**src/rtl/split_slave_ctrl.sv**
```systemverilog
// rtl/split_slave_ctrl.sv - split-transaction controller for one slow memory-backed bus slave
// Unlocked transfers are split and run in the background; locked transfers are served in place.
module split_slave_ctrl #(
  parameter int ADDR_W  = 14,
  parameter int DATA_W  = 32,
  parameter int TIMEOUT = 16
) (
  input  logic              clk,
  input  logic              rst,
  input  logic              sel,
  input  logic [1:0]        sb_masters,
  input  logic              sb_mastlock,
  input  logic [ADDR_W-1:0] haddr,
  input  logic              hwrite,
  input  logic [DATA_W-1:0] wdata,
  output logic              hready,
  output logic [1:0]        resp,
  output logic [DATA_W-1:0] rdata,
  output logic [1:0]        sb_split_ar,
  output logic              mem_req,
  output logic              mem_we,
  output logic [ADDR_W-1:0] mem_addr,
  output logic [DATA_W-1:0] mem_wdata,
  input  logic [DATA_W-1:0] mem_rdata,
  input  logic              mem_ack
);

  localparam logic [1:0] RESP_OKAY  = 2'b00;
  localparam logic [1:0] RESP_RETRY = 2'b10;
  localparam logic [1:0] RESP_SPLIT = 2'b11;
  localparam int         CW         = $clog2(TIMEOUT + 1);

  typedef enum logic [2:0] {
    IDLE, LOCK_XFER, BG_ACCESS, RELEASE, WAIT_RETURN, DONE
  } state_t;

  state_t            state;
  state_t            ret_state;
  logic [1:0]        slot_master;
  logic              slot_we;
  logic [DATA_W-1:0] slot_data;
  logic [CW-1:0]     cnt;
  logic [CW-1:0]     cnt_next;
  logic              lock_pend;
  logic              lk_we;
  logic [ADDR_W-1:0] lk_addr;
  logic [DATA_W-1:0] lk_wdata;
  logic              xfer;

  assign xfer     = sel && (sb_masters == 2'b01 || sb_masters == 2'b10);
  assign cnt_next = cnt + 1'b1;

  always_ff @(posedge clk) begin
    if (rst) begin
      state       <= IDLE;
      ret_state   <= IDLE;
      hready      <= 1'b1;
      resp        <= RESP_OKAY;
      rdata       <= '0;
      sb_split_ar <= 2'b00;
      mem_req     <= 1'b0;
      mem_we      <= 1'b0;
      mem_addr    <= '0;
      mem_wdata   <= '0;
      slot_master <= 2'b00;
      slot_we     <= 1'b0;
      slot_data   <= '0;
      cnt         <= '0;
      lock_pend   <= 1'b0;
      lk_we       <= 1'b0;
      lk_addr     <= '0;
      lk_wdata    <= '0;
    end else begin
      // Response and release outputs are single-cycle unless a state holds them.
      hready      <= 1'b1;
      resp        <= RESP_OKAY;
      sb_split_ar <= 2'b00;
      case (state)
        IDLE: begin
          if (xfer) begin
            mem_we    <= hwrite;
            mem_addr  <= haddr;
            mem_wdata <= wdata;
            mem_req   <= 1'b1;
            if (sb_mastlock) begin
              hready    <= 1'b0;
              ret_state <= IDLE;
              state     <= LOCK_XFER;
            end else begin
              resp        <= RESP_SPLIT;
              slot_master <= sb_masters;
              slot_we     <= hwrite;
              state       <= BG_ACCESS;
            end
          end
        end
        LOCK_XFER: begin
          if (!mem_req) begin
            // Locked command deferred from BG_ACCESS: issue it now the backend is free.
            mem_we    <= lk_we;
            mem_addr  <= lk_addr;
            mem_wdata <= lk_wdata;
            mem_req   <= 1'b1;
            hready    <= 1'b0;
          end else if (mem_ack) begin
            mem_req <= 1'b0;
            if (!mem_we) rdata <= mem_rdata;
            state <= ret_state;
            if (ret_state == RELEASE) sb_split_ar <= slot_master;
          end else begin
            hready <= 1'b0;
          end
        end
        BG_ACCESS: begin
          if (xfer && !lock_pend) begin
            if (sb_mastlock) begin
              lk_we     <= hwrite;
              lk_addr   <= haddr;
              lk_wdata  <= wdata;
              lock_pend <= 1'b1;
              hready    <= 1'b0;
            end else begin
              resp <= RESP_RETRY;
            end
          end
          if (lock_pend) hready <= 1'b0;
          if (mem_ack && mem_req) begin
            mem_req   <= 1'b0;
            slot_data <= mem_rdata;
            if (lock_pend || (xfer && sb_mastlock)) begin
              lock_pend <= 1'b0;
              hready    <= 1'b0;
              ret_state <= RELEASE;
              state     <= LOCK_XFER;
            end else begin
              sb_split_ar <= slot_master;
              state       <= RELEASE;
            end
          end
        end
        RELEASE: begin
          cnt   <= '0;
          state <= WAIT_RETURN;
        end
        WAIT_RETURN: begin
          if (xfer && sb_masters == slot_master) begin
            rdata <= slot_we ? '0 : slot_data;
            state <= DONE;
          end else if (xfer && sb_mastlock) begin
            mem_we    <= hwrite;
            mem_addr  <= haddr;
            mem_wdata <= wdata;
            mem_req   <= 1'b1;
            hready    <= 1'b0;
            ret_state <= WAIT_RETURN;
            state     <= LOCK_XFER;
          end else begin
            if (xfer) resp <= RESP_RETRY;
            if (cnt_next == CW'(TIMEOUT - 1)) begin
              sb_split_ar <= slot_master;
              state       <= RELEASE;
            end else begin
              cnt <= cnt_next;
            end
          end
        end
        DONE: begin
          state <= IDLE;
        end
        default: state <= IDLE;
      endcase
    end
  end

endmodule

```
**config.mk**
```make
export PLATFORM = sky130hd
export DESIGN_NAME = split_slave_ctrl
export DESIGN_NICKNAME = d
export VERILOG_FILES = /design/src/rtl/split_slave_ctrl.sv
export SDC_FILE = /design/constraint.sdc
export NUM_CORES = 1
export LEC_CHECK = 0
export ABC_AREA = 1
export CAP_MARGIN = 10
export CORE_ASPECT_RATIO = 0.6
export CORE_MARGIN = 1
export CORE_UTILIZATION = 45
export CTS_BUF_LIST = sky130_fd_sc_hd__clkbuf_16
export DETAILED_ROUTE_END_ITERATION = 8
export GPL_TIMING_DRIVEN = 0
export PLACE_DENSITY = 0.71
export SYNTH_ARGS = -nofsm -noshare
export SYNTH_HDL_FRONTEND = slang
export SYNTH_SLANG_ARGS = --single-unit
```
**constraint.sdc**
```tcl
create_clock -name clk -period 1.76 [get_ports clk]
set_input_delay 0.352 -clock clk [delete_from_list [all_inputs] [get_ports clk]]
set_output_delay 0.352 -clock clk [all_outputs]
set_load 0.005 [all_outputs]
```
==> results of run 1 <==
==> metrics by stage <==
| stage | cell area (um^2) | hold WS [ns] |
|---|---|---|
| 6_report | 10500 | 0.371 |
| 5_1_grt | 10500 | 0.358 |
| 4_1_cts | 10400 | 0.362 |
| 3_5_place_dp | 9680 | 0.441 |
| 3_3_place_gp | 9680 | 0.435 |
| 2_1_floorplan | 7690 | 0.425 |
==> worst paths after layout <==
path	startpoint	end	slack, ns	depth (start not counted)
hold / removal	sb_masters[0]	slot_master[1]	0.37	2
setup reg to reg	state[1]	rdata[17]	0.02	9
setup / recovery	state[1]	rdata[17]	0.02	9
hold reg to reg	lk_wdata[16]	lk_wdata[16]	0.45	2
==> where the power goes <==
group          leakage [nW]  total [mW]  internal, mW  switching [mW]
clock network         0.312        4.25          2.54            1.71
logic                  2.30        5.08          2.23            2.85
registers              1.45        5.02          4.67           0.347
==> critical path, cell delays in order, from the launching register on <==
cell,delay [ns]
dfxtp_2,0.37
nor2_4,0.18
nand2_2,0.14
inv_4,0.14
nand3_2,0.16
nand2_4,0.18
buf_4,0.18
buf_4,0.12
o21ai_0,0.07
a21oi_1,0.13
==> cell families (layout without fill, tap and decap cells) <==
logic type / Yosys count / count (layout) / share of synthesized area
compound gates: 369 / 369 / 0.244
simple gates: 322 / 322 / 0.186
buf+inv: 180 / 388 / 0.104
flops: 178 / 178 / 0.463
fa+ha+maj: 2 / 2 / 0.00325
==> placed cells by master, fill, tap and decap left out, types with 3 or more instances in the layout <==
| master | synthesis | final |
|---|---|---|
| a21oi_1 | 148 | 145 |
| a21oi_2 | 0 | 3 |
| buf_2 | 22 | 21 |
| buf_4 | 6 | 13 |
| buf_6 | 10 | 10 |
| bufinv_16 | 0 | 5 |
| clkbuf_1 | 39 | 26 |
| clkbuf_16 | 0 | 17 |
| clkbuf_2 | 0 | 12 |
| clkdlybuf4s50_1 | 0 | 166 |
| dfxtp_1 | 178 | 173 |
| dfxtp_2 | 0 | 5 |
| dlymetal6s2s_1 | 0 | 3 |
| inv_1 | 91 | 89 |
| inv_2 | 10 | 10 |
| inv_6 | 0 | 6 |
| nand2_1 | 170 | 169 |
| nand2_2 | 3 | 3 |
| nand3_1 | 13 | 9 |
| nand3_2 | 2 | 5 |
| nand4_1 | 50 | 50 |
| nor2_1 | 72 | 69 |
| nor2_2 | 3 | 3 |
| nor2_4 | 2 | 5 |
| nor3_1 | 3 | 3 |
| o21ai_0 | 141 | 139 |
| o21ai_1 | 75 | 77 |
==> per-layer routing <==
metal  up-vias  wire [um]  share of wire
met4         0        255          0.010
met5         -          0              0
met2       359       9840           0.40
met1      3824      12300           0.50
met3        23       2070          0.085
li1       3913          -              -
==> cell type report <==
type,instances,area [um^2],area share
tap,228,285,0.0271
sequential,178,3570,0.339
buffer,78,439,0.0417
timing repair buffer,179,1800,0.171
clock inverter,13,219,0.0208
inverter,101,385,0.0366
clock buffer,17,425,0.0404
multi-input combinational,693,3410,0.323
==> flip-flops by register name (all words and copies together), names as in the netlist, 2 cells and up <==
register	cells
lk_wdata	32
cnt	5
sb_split_ar	2
slot_master	2
ret_state	2
slot_data	32
lk_addr	14
rdata	32
mem_wdata	32
mem_addr	14
resp	2
state	3
==> repair_timing <==
item | in CTS | in global routing
endpoints found under the hold margin | 0 | 0
pin swaps | 2 | 3
endpoints found under the setup margin | 104 | 147
gates cloned | 0 | 0
resized for setup | 14 | 44
buffers inserted | 6 | 3
==> results.md, run 1 <==
Run status:
- The run finished with clean final reports.

STA:
- The fmax is 575 MHz.
- Subtracting the final worst setup slack from the clock period gives 1.74 ns.
- The total count of hold-check failures in the final report is 0.
- The slew at the pin closest to its max-slew limit is 0.577 ns.
- The worst clock skew on the final layout is 0.0123 ns.
- Setup repair after global routing could not meet its margin everywhere.
- The worst path setup slack after routing is 0.0197 ns.
- The fraction of the cycle the final worst path needs is 0.989.
- In this run the tightest slew margin relative to its limit is 0.615.
- The final max-slew violation count came to 0.
- Setup violations remaining at the end of the flow were counted as 0.
- Summed over all failing endpoints, the final setup total negative slack is 0 ns.

Yosys:
- The synthesized design contains 178 register bits.
- The commonest cells after synthesis are dfxtp_1 (178), nand2_1 (170), a21oi_1 (148).
- The synthesized instance count is around 1,100.
- The count of flip-flops with a built-in enable after synthesis is 0.
- Yosys instantiated no cell more often than dfxtp_1.
- The proportion of register bits with asynchronous set or reset after synthesis is 0.
- For this run, the leading register cell type out of synthesis is dfxtp_1.
- The netlist area before placement is 7690 um^2.
- The Yosys step of the flow raised 0 warnings.
- The share of synthesized area in the top cell type comes to 0.463.
- The netlist uses 29 different library cells.
- By area the synthesized netlist is led by dfxtp_1 (46%), a21oi_1 (9.6%), o21ai_0 (9.2%).
- The sequential fraction of the synthesis area is 0.463.
- Synthesis produced a netlist with a net count of 1,139.
- The average footprint of a synthesized cell is ~7.3 um^2.
- The synthesized design spends more area on one cell type than any other, namely dfxtp_1.

CTS:
- Clock-pin slew was measured on the worst setup and hold paths at 0.07 ns.
- The number of clock sinks seen by CTS is 178.
- The clock tree from TritonCTS is built.
- In this run, post-CTS hold repair placed 0 buffers.
- CTS placed an instance of clkbuf_16 at the clock tree root.
- The number of clock buffers added by TritonCTS is 17.
- Counting along the longest clock path gives a buffer depth of 2.
- The clock latency reported for the late side of the worst-skew pair is 0.42 ns.
- CTS built an H-tree with a depth of 4.

Die:
- The initialized floorplan defines 36 standard-cell rows.
- The die extent in x is 171 um.
- The number of top-level pins is 171.
- The initial utilization of the core area, before any placement, comes to 0.467.
- The area of the die is between 15,000 and 20,000 um^2.
- The floorplan step set the die height to ~100 um.
- The standard cell core area is 16,500 um^2.

Finish:
- After filler insertion, the fill cell instance count of the layout stands at ~1,500.
- The repair_antennas step left the layout with diodes totalling 0.
- Of the cells placed in the final design, the portion with a size suffix greater than 1 is 0.106.
- For this run, the post-layout net count is 1,336.
- The number of standard cells in the layout, taps in and fillers out is 1,487.
- At the end of the flow the core is filled with cells to 0.639.
- The growth of design area from synthesis to finish is 36.9%.

Pwr:
- The largest vdd supply drop is 855 uV.
- In this run the static leakage power is slightly above 4 nW.
- The total power consumption of the routed design is 14.3 mW.
- The power density over the cells is 1360 nW/um^2.

Placement:
- In this run, placement finished with an instance count of 1,449.
- Summed over all nets, the half-perimeter wirelength after detailed placement is 17,300 um.
- The count of buffers added on input and output ports is 170.
- Timing analysis after detailed placement gives a worst setup slack of -0.662 ns.
- At the end of routability-driven placement, the weighted congestion stood at about 0.9.

Critical path:
- The nature of the critical path startpoint is a register.
- Along the worst path, the maximum fanout reaches 7.
- The worst setup path is captured at a register.
- The data required time at the worst endpoint is 2.11 ns.
- Data arrives at the worst endpoint at 2.09 ns.
- The class of the most critical setup path is register to register.

Worst hold path:
- The worst hold path class is input pin to register.

Routing:
- The DRC violation total after the first TritonRoute iteration is 789.
- In this run the remaining antenna-violating nets after routing total 0.
- The detail-routed via count per cell is 5.46.
- The final routed wirelength across all metal layers is between 20,000 and 25,000 um.
- The residual DRC count is 0.
- Before antenna repair, the detailed router went through 5 iterations.
- Summing over every cut layer, the via total after detailed routing is 8,119.
- The wire length per cell after detailed routing is about 16 um.

Global route:
- The first global-routing pass estimated 38,100 um of wire.
- The combined global-route utilization of all metal layers is 0.279.
- The number of antenna violations at the first check in global routing is 0.
- The layer with the highest usage is met1.
- The via count of the first global-routing pass is approximately 7,000.
- After global routing the overflow that remains totals 0.
- In the global route stage, met1 resource usage came out at 0.441.
- The pin count of the biggest net entering global routing is 17.
- The met2 routing resource usage after global routing is 0.381.
- The met3 routing resource usage after global routing is 0.0548.

Flow run:
- The count of max-cap constraint violations is 0.
No activity file was read; power rests on OpenSTA's default activity.
==> run 2, diff against run 1 <==
Settings changed: CORE_ASPECT_RATIO 0.6 to 0.9.
==> run 2 against run 1 <==
Against the previous run:
- fmax grew 2.3%
- total power shrank 2.5%
- via count shrank 4.6%
- sequential power is essentially flat
- critical path type is now register to output pin
- largest power group is now registers
- die area is essentially flat
- sequential share of layout area grew 0.35 points
- critical path depth shrank 8
- highest routed layer unchanged
- cell count shrank 1.5%
- largest cell class unchanged
==> results.md, run 2 (synthesis gave the netlist of run 1 again) <==
STA:
- The total count of hold-check failures in the final report was 0 (unchanged).
- The fraction of the cycle the final worst path needs is 0.967 (-0.0222).
- The worst clock skew on the final layout is 0.0101 ns (-0.00216 ns).
- The worst path setup slack after routing is 0.0587 ns (+0.0390 ns).
- The fmax was 588 MHz (+2.3%).
- The final total negative setup slack was 0 ns (unchanged).
- Setup repair after global routing could not meet its margin everywhere.
- The minimum period implied by the final worst setup slack is 1.70 ns (-0.0390 ns).
- The final max-slew violation count was 0 (unchanged).
- The final-layout worst hold slack is 0.223 ns (-0.148 ns).
- The worst relative slew slack is 0.556 (-0.0594).
- The final-report setup violation count is 0 (unchanged).
- The slew at the pin closest to its max-slew limit is 0.666 ns (+0.0891 ns).

Placement:
- The count of buffers from port buffering is 170 (unchanged).
- The number of placed instances with taps included was 1,428 (-1.4%).
- The half-perimeter wire length after detailed placement is 15,800 um (-8.7%).
- The post-placement cell area is 9650 um^2 (-0.27%).
- The worst slack after detailed placement is -0.550 ns (+0.111 ns).
- The last weighted congestion value of the routability-driven placer is 0.911 (about the same).

Finish:
- The share of final-layout standard cells stronger than drive strength 1 came to 0.0970 (-0.00866).
- The count of nets after finishing is 1,333 (-0.22%).
- The most common cell after layout, fill and taps aside is dfxtp_1.
- The final instance area was 10,400 um^2 (-0.96%).
- In the layout the commonest cells are dfxtp_1 (173), nand2_1 (169), clkdlybuf4s50_1 (168).
- The core utilization of the finished layout was 0.636 (-0.00306).
- The number of standard cells in the layout, taps in and fillers out came to 1,465 (-1.5%).
- From synthesis to final layout, the design area changed by 35.6%.
- The antenna diode instance count was 0 (unchanged).

Pwr:
- The portion of total power attributed to sequential cells is 0.358 (+0.008).
- The clock network fraction of design power is 0.292 (-0.004).
- The static power due to leakage was 4.00 nW (-1.2%).
- The switching power as a share of total power is 0.340 (-0.00207).
- The fraction of power consumed by combinational cells was 0.349 (-0.005).
- The total power consumption of the routed design is 14.0 mW (-2.5%).
- The power dissipated by switching net loads is 4.75 mW (-3.1%).
- The largest vdd supply drop is 776 uV (-9.2%).
- The internal power of the cells is 9.24 mW (-2.2%).
- The power density over the cells is 1340 nW/um^2 (-1.5%).

Routing:
- The final routed wirelength across all metal layers is 22,300 um (-8.9%).
- The number of detailed-routing iterations run before antenna repair came to 5 (unchanged).
- The wire length per cell after detailed routing is 15.2 um (-7.6%).
- The DRC violation total after the first TritonRoute iteration was 510 (-35%).
- The residual DRC count was 0 (unchanged).
- The total number of vias is 7,744 (-4.6%).
- The number of antenna-violating nets in the routed design is 0 (unchanged).
- The detail-routed via count per cell is 5.29 (-3.2%).

Critical path:
- The data required time at the worst endpoint is 1.41 ns (-0.70 ns).
- The setup path with the least slack is of type register to output pin.
- STA classifies the critical path startpoint as a register.
- The critical path goes through clkdlybuf4s50_1.
- The worst-case register-to-register setup slack was 0.08 ns (+0.06 ns).
- The worst reg-to-reg path cell count is 10 (+1).
- The maximum fanout along the worst path is 5 (-2).
- The kind of capture point of the worst setup path is an output pin.
- In this run the critical register-to-register path is launched from state[0].
- The critical path data arrival time is 1.35 ns (-0.74 ns).
- Among all stages on the critical path, the largest delay is contributed by clkdlybuf4s50_1.
- The delay of the slowest critical-path stage is 0.52 ns (+0.15 ns).
- The number of buffer and inverter instances along the worst setup path is 1 (-2).
- The worst register-to-register path ends at rdata[26].
- Grouping stages by cell kind, the critical path spends the most delay in buffers and inverters.

Die:
- The die extent in x is 140 um (-18%).
- The height of the chip came to 126 um (+22%).
- The initial cell density of the core is 0.469 (+0.00228).
- The standard cell core area is 16,400 um^2 (-0.49%).
- The total number of placement rows came to 44 (+22%).
- The area of the die is 17,600 um^2 (about the same).
- The number of top-level pins came to 171 (unchanged).

CTS:
- The clock transition time at the flip-flop clock pins of the worst setup and hold paths is 0.07 ns (about the same).
- The number of clock sinks seen by CTS is 178 (unchanged).
- The number of H-tree levels is 4 (unchanged).
- The number of buffers inserted for hold repair after clock tree synthesis is 0 (unchanged).
- The clock latency reported for the late side of the worst-skew pair came to 0.44 ns (+0.02 ns).
- The clock tree from TritonCTS is built.
- The total CTS buffers came to 17 (unchanged).
- The cell sitting at the root of the clock tree is a clkbuf_16.
- The worst-case clock buffer depth is 2 (unchanged).

Worst hold path:
- The worst hold path stage count is 2 (unchanged).
- The capture endpoint of the worst hold path is slot_master[1].
- The worst hold path class is input pin to register.
- The origin of the worst min-delay path is sb_masters[0].

Global route:
- The number of antenna violations at the first check in global routing is 0 (unchanged).
- The combined global-route utilization of all metal layers is 0.252 (-0.0262).
- The global route total overflow is 0 (unchanged).
- The pin count of the biggest net entering global routing came to 17 (unchanged).
- The via count of the first global-routing pass is 7,049 (+0.82%).
- The wire length of the first global-routing pass is 35,500 um (-6.6%).

Run status:
- The run finished with clean final reports.

Flow run:
- The count of max-cap constraint violations is 0 (unchanged).
run 2: changes by cell type in the layout (fill, tap and decap cells not counted), moves of 3 or more:
cell	delta
a21oi_1	+3
clkbuf_1	+6
a21oi_2	-3
clkbuf_2	-6
buf_2	-5
clkinv_4	+3
nor2_2	+3
run 2: area by class of cell:
type	count	area (um^2)
well taps	207	259
plain buffers	78	444
clock inverters	15	203
clock buffers	17	425
fillers	1477	5980
repair buffers	176	1750
multi-input cells	693	3390
flip-flops and latches	178	3570
inverters	101	384
run 2: worst max path at each step:
stage	cells past startpoint	startpoint	to	slack [ns]
2_1_floorplan	8	sb_masters[1]	mem_addr[0]	0.31
3_3_place_gp	10	sb_masters[0]	mem_wdata[17]	-0.52
3_5_place_dp	9	sb_masters[0]	mem_wdata[6]	-0.55
4_1_cts	9	sb_masters[0]	mem_wdata[15]	0.001
5_1_grt	10	state[0]	rdata[26]	-0.04
6_report	1	mem_req	mem_req	0.06
run 2: what timing repair did:
| item | CTS | global route |
|---|---|---|
| buffers inserted | 2 | 4 |
| gates resized for setup | 7 | 37 |
| gates cloned | 0 | 0 |
| setup endpoints to repair | 51 | 154 |
| pin swaps | 1 | 3 |
run 2: per-layer routing:
layer / vias to the layer above / share of wire / track usage
met5: - / 0 / 0
met4: 0 / 0.019 / 0.0937
met3: 34 / 0.052 / 0.0449
met2: 226 / 0.45 / 0.388
met1: 3577 / 0.48 / 0.353
li1: 3907 / - / -
run 2: power groups by stage:
stage,Clock [mW],Combinational (mW),Sequential [mW]
floorplan,0,2.72,5.09
global placement,0,4.70,5.07
detailed placement,0,4.72,5.08
CTS,4.14,4.78,5.00
global route,4.29,5.37,5.09
finish,4.09,4.89,5.01
==> run 3, diff against run 2 <==
Settings changed: ABC_CLOCK_PERIOD_IN_PS set to 1760, CAP_MARGIN 10 to 40, CTS_CLUSTER_DIAMETER set to 120.
==> results of run 3 <==
Final layout, timing and power as in run 2 (identical DEF).
